===== src/rtl/wbuff_bank_ctrl_if.sv =====
// -----------------------------------------------------------------------------
// wbuff_bank_ctrl_if
// Bundles the fill handshake, load/clear commands, weight-bank read/write
// ports and tap-register strobes of the weight buffer bank controller.
//
//   master : drives commands and fill words, observes bank/tap strobes
//   slave  : the controller (wbuff_bank_ctrl)
//
// Signals
//   fill_valid/fill_ready/fill_data/fill_clear : fill stream into the bank
//   load_start/load_base                       : tap-load command and window base
//   clear_req                                  : request to zero all tap registers
//   buf_wAddr/buf_wdata/buf_wEn_n              : bank write port (enable active-low)
//   buf_rAddr/buf_rEn_n                        : bank read port (enable active-low)
//   weight_load_en                             : one-hot tap capture strobe
//   clear_all_wregs                            : one-cycle tap clear pulse
//   load_busy/load_done                        : load status
//   err_flag                                   : sticky protocol error
// -----------------------------------------------------------------------------
interface wbuff_bank_ctrl_if #(
    parameter int NB_TAPS           = 11,
    parameter int BUFFER_DEPTH      = 72,
    parameter int BUFFER_WIDTH      = 16,
    parameter int BUFFER_ADDR_WIDTH = $clog2(BUFFER_DEPTH)
) ();
    logic                         fill_valid;
    logic                         fill_ready;
    logic [BUFFER_WIDTH-1:0]      fill_data;
    logic                         fill_clear;
    logic                         load_start;
    logic [BUFFER_ADDR_WIDTH-1:0] load_base;
    logic                         clear_req;
    logic [BUFFER_ADDR_WIDTH-1:0] buf_wAddr;
    logic [BUFFER_WIDTH-1:0]      buf_wdata;
    logic                         buf_wEn_n;
    logic [BUFFER_ADDR_WIDTH-1:0] buf_rAddr;
    logic                         buf_rEn_n;
    logic [NB_TAPS-1:0]           weight_load_en;
    logic                         clear_all_wregs;
    logic                         load_busy;
    logic                         load_done;
    logic                         err_flag;

    modport master (
        output fill_valid, fill_data, fill_clear, load_start, load_base, clear_req,
        input  fill_ready, buf_wAddr, buf_wdata, buf_wEn_n, buf_rAddr, buf_rEn_n,
        input  weight_load_en, clear_all_wregs, load_busy, load_done, err_flag
    );

    modport slave (
        input  fill_valid, fill_data, fill_clear, load_start, load_base, clear_req,
        output fill_ready, buf_wAddr, buf_wdata, buf_wEn_n, buf_rAddr, buf_rEn_n,
        output weight_load_en, clear_all_wregs, load_busy, load_done, err_flag
    );
endinterface


===== src/rtl/wbuff_bank_ctrl.sv =====
// -----------------------------------------------------------------------------
// wbuff_bank_ctrl
// Controller for a weight buffer bank. Streams fill words into the bank
// through a wrapping write pointer, and on a load command reads NB_TAPS
// consecutive bank entries (wrapping at BUFFER_DEPTH), strobing one tap
// capture bit per returned word. Tap clear requests arriving during a load
// are deferred until the controller is idle again.
//
// Ports
//   clk  : clock, rising edge
//   rst  : synchronous active-high reset
//   bus  : wbuff_bank_ctrl_if.slave (fill, load, clear, bank ports, strobes)
//
// Optional feature: define WBUFF_CTRL_ERR_CHK_EN to enable the sticky
// err_flag (load_start while busy, or load accepted with fewer than NB_TAPS
// words in the bank). Without it err_flag is tied low.
// -----------------------------------------------------------------------------
module wbuff_bank_ctrl #(
    parameter int NB_TAPS           = 11,
    parameter int BUFFER_DEPTH      = 72,
    parameter int BUFFER_WIDTH      = 16,
    parameter int BUFFER_ADDR_WIDTH = $clog2(BUFFER_DEPTH)
) (
    input logic              clk,
    input logic              rst,
    wbuff_bank_ctrl_if.slave bus
);
    localparam int CNT_W = $clog2(BUFFER_DEPTH + 1);
    localparam int IDX_W = (NB_TAPS > 1) ? $clog2(NB_TAPS) : 1;
    localparam logic [IDX_W-1:0]             LAST_IDX = IDX_W'(NB_TAPS - 1);
    localparam logic [BUFFER_ADDR_WIDTH-1:0] LAST_ADR = BUFFER_ADDR_WIDTH'(BUFFER_DEPTH - 1);

    typedef enum logic [1:0] {IDLE, READ, DRAIN} state_t;

    state_t                       state_q;
    logic [IDX_W-1:0]             idx_q;
    logic [BUFFER_ADDR_WIDTH-1:0] raddr_q;
    logic [NB_TAPS-1:0]           wle_q;
    logic                         busy_q;
    logic                         done_q;
    logic                         pend_q;

    logic [BUFFER_ADDR_WIDTH-1:0] wptr_q, wptr_d;
    logic [CNT_W-1:0]             count_q, count_d;
    logic [BUFFER_WIDTH-1:0]      wdata;

    logic full, fill_fire, clear_now, load_accept;

    assign full        = (count_q == CNT_W'(BUFFER_DEPTH));
    assign fill_fire   = bus.fill_valid & bus.fill_ready;
    // A clear (fresh or deferred) owns the idle cycle; a coincident load is dropped.
    assign clear_now   = ~rst & (state_q == IDLE) & (bus.clear_req | pend_q);
    assign load_accept = (state_q == IDLE) & bus.load_start & ~bus.clear_req & ~pend_q;
    assign wdata       = bus.fill_data;

    // Bank write port is combinational on the handshake.
    assign bus.fill_ready = ~rst & ~full & ~busy_q & ~bus.fill_clear;
    assign bus.buf_wEn_n  = ~fill_fire;
    assign bus.buf_wAddr  = wptr_q;
    assign bus.buf_wdata  = wdata;

    // Status/strobe outputs are forced inactive while reset is asserted.
    assign bus.buf_rEn_n       = rst | (state_q != READ);
    assign bus.buf_rAddr       = raddr_q;
    assign bus.weight_load_en  = rst ? '0 : wle_q;
    assign bus.load_busy       = ~rst & busy_q;
    assign bus.load_done       = ~rst & done_q;
    assign bus.clear_all_wregs = clear_now;

    always_comb begin
        wptr_d  = wptr_q;
        count_d = count_q;
        if (bus.fill_clear) begin
            wptr_d  = '0;
            count_d = '0;
        end else if (fill_fire) begin
            wptr_d  = (wptr_q == LAST_ADR) ? '0 : wptr_q + BUFFER_ADDR_WIDTH'(1);
            count_d = full ? count_q : count_q + CNT_W'(1);
        end
    end

    always_ff @(posedge clk) begin
        if (rst) begin
            wptr_q  <= '0;
            count_q <= '0;
        end else begin
            wptr_q  <= wptr_d;
            count_q <= count_d;
        end
    end

    always_ff @(posedge clk) begin
        if (rst) begin
            state_q <= IDLE;
            idx_q   <= '0;
            raddr_q <= '0;
            wle_q   <= '0;
            busy_q  <= 1'b0;
            done_q  <= 1'b0;
            pend_q  <= 1'b0;
        end else begin
            wle_q  <= '0;
            done_q <= 1'b0;
            case (state_q)
                IDLE: begin
                    if (clear_now) begin
                        pend_q <= 1'b0;
                    end else if (load_accept) begin
                        state_q <= READ;
                        busy_q  <= 1'b1;
                        idx_q   <= '0;
                        raddr_q <= bus.load_base;
                    end
                end
                READ: begin
                    // Read data returns next cycle, so the strobe for tap idx lags by one.
                    wle_q <= NB_TAPS'(1) << idx_q;
                    if (bus.clear_req) pend_q <= 1'b1;
                    if (idx_q == LAST_IDX) begin
                        state_q <= DRAIN;
                        done_q  <= 1'b1;
                    end else begin
                        idx_q   <= idx_q + IDX_W'(1);
                        raddr_q <= (raddr_q == LAST_ADR) ? '0 : raddr_q + BUFFER_ADDR_WIDTH'(1);
                    end
                end
                DRAIN: begin
                    state_q <= IDLE;
                    busy_q  <= 1'b0;
                    if (bus.clear_req) pend_q <= 1'b1;
                end
                default: begin
                    state_q <= IDLE;
                    busy_q  <= 1'b0;
                end
            endcase
        end
    end

`ifdef WBUFF_CTRL_ERR_CHK_EN
    logic err_q;
    always_ff @(posedge clk) begin
        if (rst) begin
            err_q <= 1'b0;
        end else if ((busy_q & bus.load_start) ||
                     (load_accept && (count_q < CNT_W'(NB_TAPS)))) begin
            err_q <= 1'b1;
        end
    end
    assign bus.err_flag = err_q;
`else
    assign bus.err_flag = 1'b0;
`endif

endmodule


===== src/flat_wrapper.sv =====
// flat-port wrapper written by rule: the top's interface ports become plain ports
module wbuff_bank_ctrl_flat 
#(
    parameter int NB_TAPS           = 11,
    parameter int BUFFER_DEPTH      = 72,
    parameter int BUFFER_WIDTH      = 16,
    parameter int BUFFER_ADDR_WIDTH = $clog2(BUFFER_DEPTH)
)
  (clk, rst, bus_fill_valid, bus_fill_data, bus_fill_clear, bus_load_start, bus_load_base, bus_clear_req, bus_fill_ready, bus_buf_wAddr, bus_buf_wdata, bus_buf_wEn_n, bus_buf_rAddr, bus_buf_rEn_n, bus_weight_load_en, bus_clear_all_wregs, bus_load_busy, bus_load_done, bus_err_flag);
  wbuff_bank_ctrl_if #(.NB_TAPS(NB_TAPS), .BUFFER_DEPTH(BUFFER_DEPTH), .BUFFER_WIDTH(BUFFER_WIDTH), .BUFFER_ADDR_WIDTH(BUFFER_ADDR_WIDTH)) bus_i ();
  input logic clk;
  input logic rst;
  input wire logic [$bits(bus_i.fill_valid)-1:0] bus_fill_valid;
  input wire logic [$bits(bus_i.fill_data)-1:0] bus_fill_data;
  input wire logic [$bits(bus_i.fill_clear)-1:0] bus_fill_clear;
  input wire logic [$bits(bus_i.load_start)-1:0] bus_load_start;
  input wire logic [$bits(bus_i.load_base)-1:0] bus_load_base;
  input wire logic [$bits(bus_i.clear_req)-1:0] bus_clear_req;
  output wire logic [$bits(bus_i.fill_ready)-1:0] bus_fill_ready;
  output wire logic [$bits(bus_i.buf_wAddr)-1:0] bus_buf_wAddr;
  output wire logic [$bits(bus_i.buf_wdata)-1:0] bus_buf_wdata;
  output wire logic [$bits(bus_i.buf_wEn_n)-1:0] bus_buf_wEn_n;
  output wire logic [$bits(bus_i.buf_rAddr)-1:0] bus_buf_rAddr;
  output wire logic [$bits(bus_i.buf_rEn_n)-1:0] bus_buf_rEn_n;
  output wire logic [$bits(bus_i.weight_load_en)-1:0] bus_weight_load_en;
  output wire logic [$bits(bus_i.clear_all_wregs)-1:0] bus_clear_all_wregs;
  output wire logic [$bits(bus_i.load_busy)-1:0] bus_load_busy;
  output wire logic [$bits(bus_i.load_done)-1:0] bus_load_done;
  output wire logic [$bits(bus_i.err_flag)-1:0] bus_err_flag;
  assign bus_i.fill_valid = bus_fill_valid;
  assign bus_i.fill_data = bus_fill_data;
  assign bus_i.fill_clear = bus_fill_clear;
  assign bus_i.load_start = bus_load_start;
  assign bus_i.load_base = bus_load_base;
  assign bus_i.clear_req = bus_clear_req;
  assign bus_fill_ready = bus_i.fill_ready;
  assign bus_buf_wAddr = bus_i.buf_wAddr;
  assign bus_buf_wdata = bus_i.buf_wdata;
  assign bus_buf_wEn_n = bus_i.buf_wEn_n;
  assign bus_buf_rAddr = bus_i.buf_rAddr;
  assign bus_buf_rEn_n = bus_i.buf_rEn_n;
  assign bus_weight_load_en = bus_i.weight_load_en;
  assign bus_clear_all_wregs = bus_i.clear_all_wregs;
  assign bus_load_busy = bus_i.load_busy;
  assign bus_load_done = bus_i.load_done;
  assign bus_err_flag = bus_i.err_flag;
  wbuff_bank_ctrl #(.NB_TAPS(NB_TAPS), .BUFFER_DEPTH(BUFFER_DEPTH), .BUFFER_WIDTH(BUFFER_WIDTH), .BUFFER_ADDR_WIDTH(BUFFER_ADDR_WIDTH)) u_core (.clk(clk), .rst(rst), .bus(bus_i));
endmodule

===== config.mk =====
export PLATFORM = sky130hd
export DESIGN_NAME = wbuff_bank_ctrl_flat
export DESIGN_NICKNAME = d
export VERILOG_FILES = /design/src/rtl/wbuff_bank_ctrl_if.sv /design/src/rtl/wbuff_bank_ctrl.sv /design/src/flat_wrapper.sv
export SDC_FILE = /design/constraint.sdc
export NUM_CORES = 1
export LEC_CHECK = 0
export ABC_AREA = 1
export BUFFER_PORTS_ARGS = -buffer_cell sky130_fd_sc_hd__buf_2
export CAP_MARGIN = 20
export CORE_AREA = 2 2 75 77
export DETAILED_ROUTE_END_ITERATION = 8
export DIE_AREA = 0 0 77 79
export PLACE_DENSITY = 0.75
export SLEW_MARGIN = 20
export SYNTH_ARGS = -nofsm -noshare
export SYNTH_HDL_FRONTEND = slang
export SYNTH_SLANG_ARGS = --single-unit
export TNS_END_PERCENT = 30

===== constraint.sdc =====
create_clock -name clk -period 1.5 [get_ports clk]
set_input_delay 0.225 -clock clk [delete_from_list [all_inputs] [get_ports clk]]
set_output_delay 0.225 -clock clk [all_outputs]
set_load 0.01 [all_outputs]

# Word level (Yosys, flattened, before mapping)
# Cells that the tools add are included.
# totals
reg_bits,41
latch_bits,0
ramBits,0
romBits,0
in_bits,29
out_inout_bits,48
elab_cells,81
n_memories,0
# classes
n_addsub,4
multipliers,0
div,0
magnitude_cmp,0
n_eq_ne,13
shift,1
n_mux,22
n_bitwise,21
n_reduce_logical,11
# op_table
operator,count
$mux 7,5
$add 7x1->7 const B,3
$eq 7x7->1 const B,3
$pmux 7 s2,1
$mux 4,3
$and 1x1->1,11
$mux 11,1
$shl 1x4->11 const A,1
$reduce_and 3->1,3
$ne 2x1->1 const B,4
$not 1->1,8
$pmux 4 s2,1
$mux 2,3
$ne 2x2->1 const B,3
$reduce_or 2->1,3
$mux 1,5
$add 4x1->4 const B,1
$eq 4x4->1 const B,1
$pmux 1 s2,2
$pmux 2 s2,1
$reduce_and 4->1,1
$reduce_bool 2->1,2
$eq 2x1->1 const B,1
$eq 2x2->1 const B,1
other kinds (3),4

# Logic depth before layout (Yosys ltp)
# depth
word_depth,7
ltp_mapped,12
depth_no_buf,10

# Worst setup path before layout
# Ideal clock, no wire load.
# synth_path
kind,register to register
from,register u_core.state_q[1]
to,"register u_core.raddr_q[5], in the netlist u_core.bus.buf_rAddr[5]"
setup_ps,127
arrival_time_ps,1363
t_required_ps,1373
path_slack_ps,10
path_stages_with_launch,13
path_buffers,2
synth_period_minus_slack_ps,1490
path_cell_list,dfxtp_1 -> inv_1 -> ha_1 -> buf_6 -> inv_2 -> nand2_4 -> nand2_2 -> nand2_2 -> buf_6 -> nand2_1 -> nand2_1 -> nor2_1 -> nor2_1
# synth_via
elab_chain_len,6
word_cells_on_any_way,13
classes_between,eq/ne (4); mux (1); bitwise (5); reduce/logical (3)
# synth_rtl
element,line,source
from (decl),wbuff_bank_ctrl.sv:35,state_t state_q;
from (signal assigned),wbuff_bank_ctrl.sv:94,state_q <= IDLE;
from (signal assigned),wbuff_bank_ctrl.sv:109,state_q <= READ;
from (signal assigned),wbuff_bank_ctrl.sv:120,state_q <= DRAIN;
$logic_not 2->1,"wbuff_bank_ctrl.sv:52, wbuff_bank_ctrl.sv:53, wbuff_bank_ctrl.sv:104",
$and 1x1->1 (3 in series),wbuff_bank_ctrl.sv:53,assign load_accept = (state_q == IDLE) & bus.load_start & ~bus.clear_req & ~pend_q;
$ne 2x1->1 (no line),-,
$reduce_and 4->1 (no line),-,
to (signal assigned),wbuff_bank_ctrl.sv:112,raddr_q <= bus.load_base;
to (signal assigned),wbuff_bank_ctrl.sv:124,raddr_q <= (raddr_q == LAST_ADR) ? '0 : raddr_q + BUFFER_ADDR_WIDTH'(1);
to (decl),wbuff_bank_ctrl.sv:37,logic [BUFFER_ADDR_WIDTH-1:0] raddr_q;
# Parallel ways exist; a longest one is shown, timed or not.
# A chain may end at the register's enable or synchronous reset.

# Worst setup path after layout
# layout_path
from,register u_core.count_q[0]
to,output bus_fill_ready
# layout_via
elab_chain_len,5
# layout_rtl
element,line,source
from (decl),wbuff_bank_ctrl.sv:44,"logic [CNT_W-1:0] count_q, count_d;"
from (signal assigned),wbuff_bank_ctrl.sv:88,count_q <= count_d;
$eq 7x7->1,wbuff_bank_ctrl.sv:49,assign full = (count_q == CNT_W'(BUFFER_DEPTH));
$not 1->1 (no line),-,
$and 1x1->1 (3 in series),wbuff_bank_ctrl.sv:57,assign bus.fill_ready = ~rst & ~full & ~busy_q & ~bus.fill_clear;
to (decl),flat_wrapper.sv:19,output wire logic [$bits(bus_i.fill_ready)-1:0] bus_fill_ready;
# Every way passes these cells.

==> impl_metrics.json <==
{
  "vias": 2256,
  "critPathMaxFanout": 2,
  "slew_viol_final": 0,
  "status": "finished, violations left",
  "power_leakage_nw": 1.40,
  "via_per_inst": 4.66,
  "path_clk_slew_ns": 0.09,
  "start_util": 0.447,
  "cts_tree": "done",
  "p_clk_frac": 0.241,
  "coreArea_sq_mm": 0.00534,
  "grt_pass1_wl_microns": 8880,
  "failed_checks": "setup timing",
  "synthDominantCellAreaShare": 0.344,
  "fp.dieH_microns": 79,
  "cts_hold_buffers": 0,
  "fin_ws_ns": -0.00282,
  "clk_path_buf_depth": 2,
  "hold_slack_ns": 0.156,
  "hp-class": "primary input to register",
  "postRouteAntennaNets": 0,
  "final_nets": 453,
  "syn-cell-area_sq_mm": 0.00238,
  "gr-usage-all-layers": 0.179,
  "power_density_mw_per_mm2": 1300,
  "post-route-min-period_ns": 1.50,
  "fill_cells": 507,
  "synth.avg_cell_area_sq_um": 6.68,
  "period_share": 1.00,
  "die_x_microns": 77,
  "cap_violations": 0,
  "io_pins": 77,
  "wl_per_cell_microns": 10.6,
  "portBuffers": 43,
  "drive_gt1_frac": 0.274,
  "ys_ff_latch": 41,
  "grt_overflow": 0,
  "rsz0062_at_grt": "true",
  "vdd_drop_max_mv": 0.953,
  "setup_viol_count_final": 2,
  "clk_latency_ns": 0.31,
  "numCtsBuffers": 5,
  "seqPwrFrac": 0.359,
  "drt_first_pass_iters": 4,
  "syn_to_final_growth_pct": 22.9,
  "placementRows": 27,
  "critPathRequiredTime_ns": 1.27,
  "critPathKind": "register to primary output",
  "seqCellArea_sq_um": 828,
  "n_antenna_cell": 0,
  "yosysUniqueCellTypes": 27,
  "dp_hpwl_microns": 3630,
  "clock-skew-final_ns": 0.00780,
  "clock-sinks": 41,
  "hold_viol_final": 0,
  "dieArea_sq_mm": 0.00608,
  "multi_input_area_sq_mm": 0.00121,
  "switchingPower_w": 0.00143,
  "syn_inst": 357,
  "root_buffer": "clkbuf_8",
  "gp_congestion": 0.873,
  "cp.arrival_ns": 1.28,
  "drt_iter0_markers": 67,
  "startpoint_type": "register",
  "switching_share": 0.378,
  "intPower_w": 0.00237,
  "fin_util": 0.549,
  "drt_wl_total_microns": 5120,
  "p_comb_frac": 0.400,
  "first_global_vias": 2111,
  "yosys-top-cells-area": "dfxtp_1 34%, nand2_1 12%, nor2_1 9.4%, inv_1 8.0%, ha_1 6.8%",
  "synth_nets": 399,
  "htree_levels": 2,
  "synth_seq_area_share": 0.344,
  "grt_max_degree": 22,
  "yosys_warnings": 0,
  "remaining_drc_errors": 0,
  "synth_top_area_cell": "dfxtp_1",
  "power.total_w": 0.00380,
  "critPathCaptureType": "primary output",
  "fmax_ghz": 0.665,
  "grt_antenna_before_repair": 0
}
routing by layer:
layer  part of all wire  vias up  GRT usage  wire length (microns)
met2               0.48       58      0.308                   2450
met1               0.45     1003      0.212                   2280
met5                  0        -          0                      0
met3              0.055       11     0.0455                    280
li1                   -     1184          -                      -
met4              0.020        0     0.0786                    104
worst max-delay path, stage by stage (launching register included):
cell and delay, ns:
dfxtp_2 0.34, inv_2 0.04, ha_1 0.18, nand2_1 0.06
inv_1 0.04, nand3_2 0.10, nand2_1 0.06, inv_1 0.05
buf_2 0.12
area by class of cell:
type / instances / share of cell area
Sequential cell: 41 / 0.283
Timing Repair Buffer: 73 / 0.158
Tap cell: 72 / 0.0308
Clock inverter: 3 / 0.0158
Inverter: 56 / 0.0752
Multi-Input combinational cell: 234 / 0.413
Clock buffer: 5 / 0.0235
per-stage QoR:
step / setup slack [ns] / cell area (sq um) / std cells / setup TNS [ns]
floorplan: 0.00975 / 2380 / 357 / 0
global placement: 0.0141 / 2650 / 468 / 0
detailed placement: -0.0289 / 2650 / 468 / -0.0747
CTS: -0.00197 / 2850 / 478 / -0.00197
global route: -0.0695 / 2930 / 484 / -0.199
finish: -0.00282 / 2930 / 484 / -0.00547
placed cells by master, fill, tap and decap left out, types with 2 or more instances in the layout:
cell type	n
xor2_1	4
inv_4	4
nand4_1	3
nor3_1	2
nor2_1	58
nand2_1	76
buf_4	28
nand3_1	25
nor2_2	3
a21oi_1	18
o21ai_1	5
nor3_2	2
buf_2	41
ha_4	2
nand3_2	2
dfxtp_1	37
dfxtp_2	3
clkbuf_8	5
nand2_2	3
inv_1	46
o21ai_0	11
buf_6	3
ha_1	10
inv_2	6
cell usage after synthesis:
cell,instances
nand3_1,26
nand2_4,1
clkbuf_1,3
nand2_2,3
nor2_2,2
o21bai_1,1
dfxtp_1,41
nand3_2,2
buf_4,17
xor2_1,4
buf_2,1
o21ai_0,14
or2_2,1
nor3_2,1
o21ai_1,2
inv_2,5
a21boi_0,1
nand2_1,76
inv_1,51
o31ai_1,1
nor2_1,60
conb_1,1
nand4_1,3
buf_6,5
ha_1,13
a21oi_1,19
nor3_1,3
path summary, 6_finish.rpt:
| kind | end | slack [ns] | cells after the start | startpoint |
|---|---|---|---|---|
| worst max register to register | u_core.bus.buf_rAddr[6] | 0.12 | 10 | u_core.state_q[1] |
| worst max-delay path | bus_fill_ready | -0.003 | 8 | u_core.count_q[0] |
| worst min-delay path | u_core.bus.buf_rAddr[3] | 0.16 | 3 | bus_load_base[3] |
| worst min register to register | u_core.pend_q | 0.47 | 2 | u_core.pend_q |
logic make-up after synthesis:
logic type / count (synthesis) / share of synthesized area
simple gates: 178 / 0.316
xor+xnor: 4 / 0.0147
flops: 41 / 0.344
compound gates: 38 / 0.0829
other cells: 1 / 0.00157
fa+ha+maj: 13 / 0.0682
buf+inv: 82 / 0.172
repair_timing:
item / CTS / global route
buffers inserted: 2 / 6
setup endpoints to repair: 15 / 24
gates resized for setup: 17 / 17
hold endpoints to repair: 0 / 0
pin swaps: 1 / 4
state kept, by name, indices dropped and copies added, names as in the netlist:
signal                cells
u_core.idx_q              4
u_core.count_q            7
u_core.state_q            2
u_core.done_q             1
u_core.bus.buf_rAddr      7
u_core.busy_q             1
u_core.bus.buf_wAddr      7
u_core.pend_q             1
u_core.wle_q             11
power groups by stage:
stage / registers, W / logic [W] / clock network [W]
final: 0.00136 / 0.00152 / 0.000916
after global routing: 0.00138 / 0.00171 / 0.000981
after CTS: 0.00134 / 0.00140 / 0.000939
after detailed placement: 0.00136 / 0.00128 / 0
after global placement: 0.00135 / 0.00125 / 0
after floorplan: 0.00137 / 0.000972 / 0
Note: power is estimated with default switching activity, not from simulation.
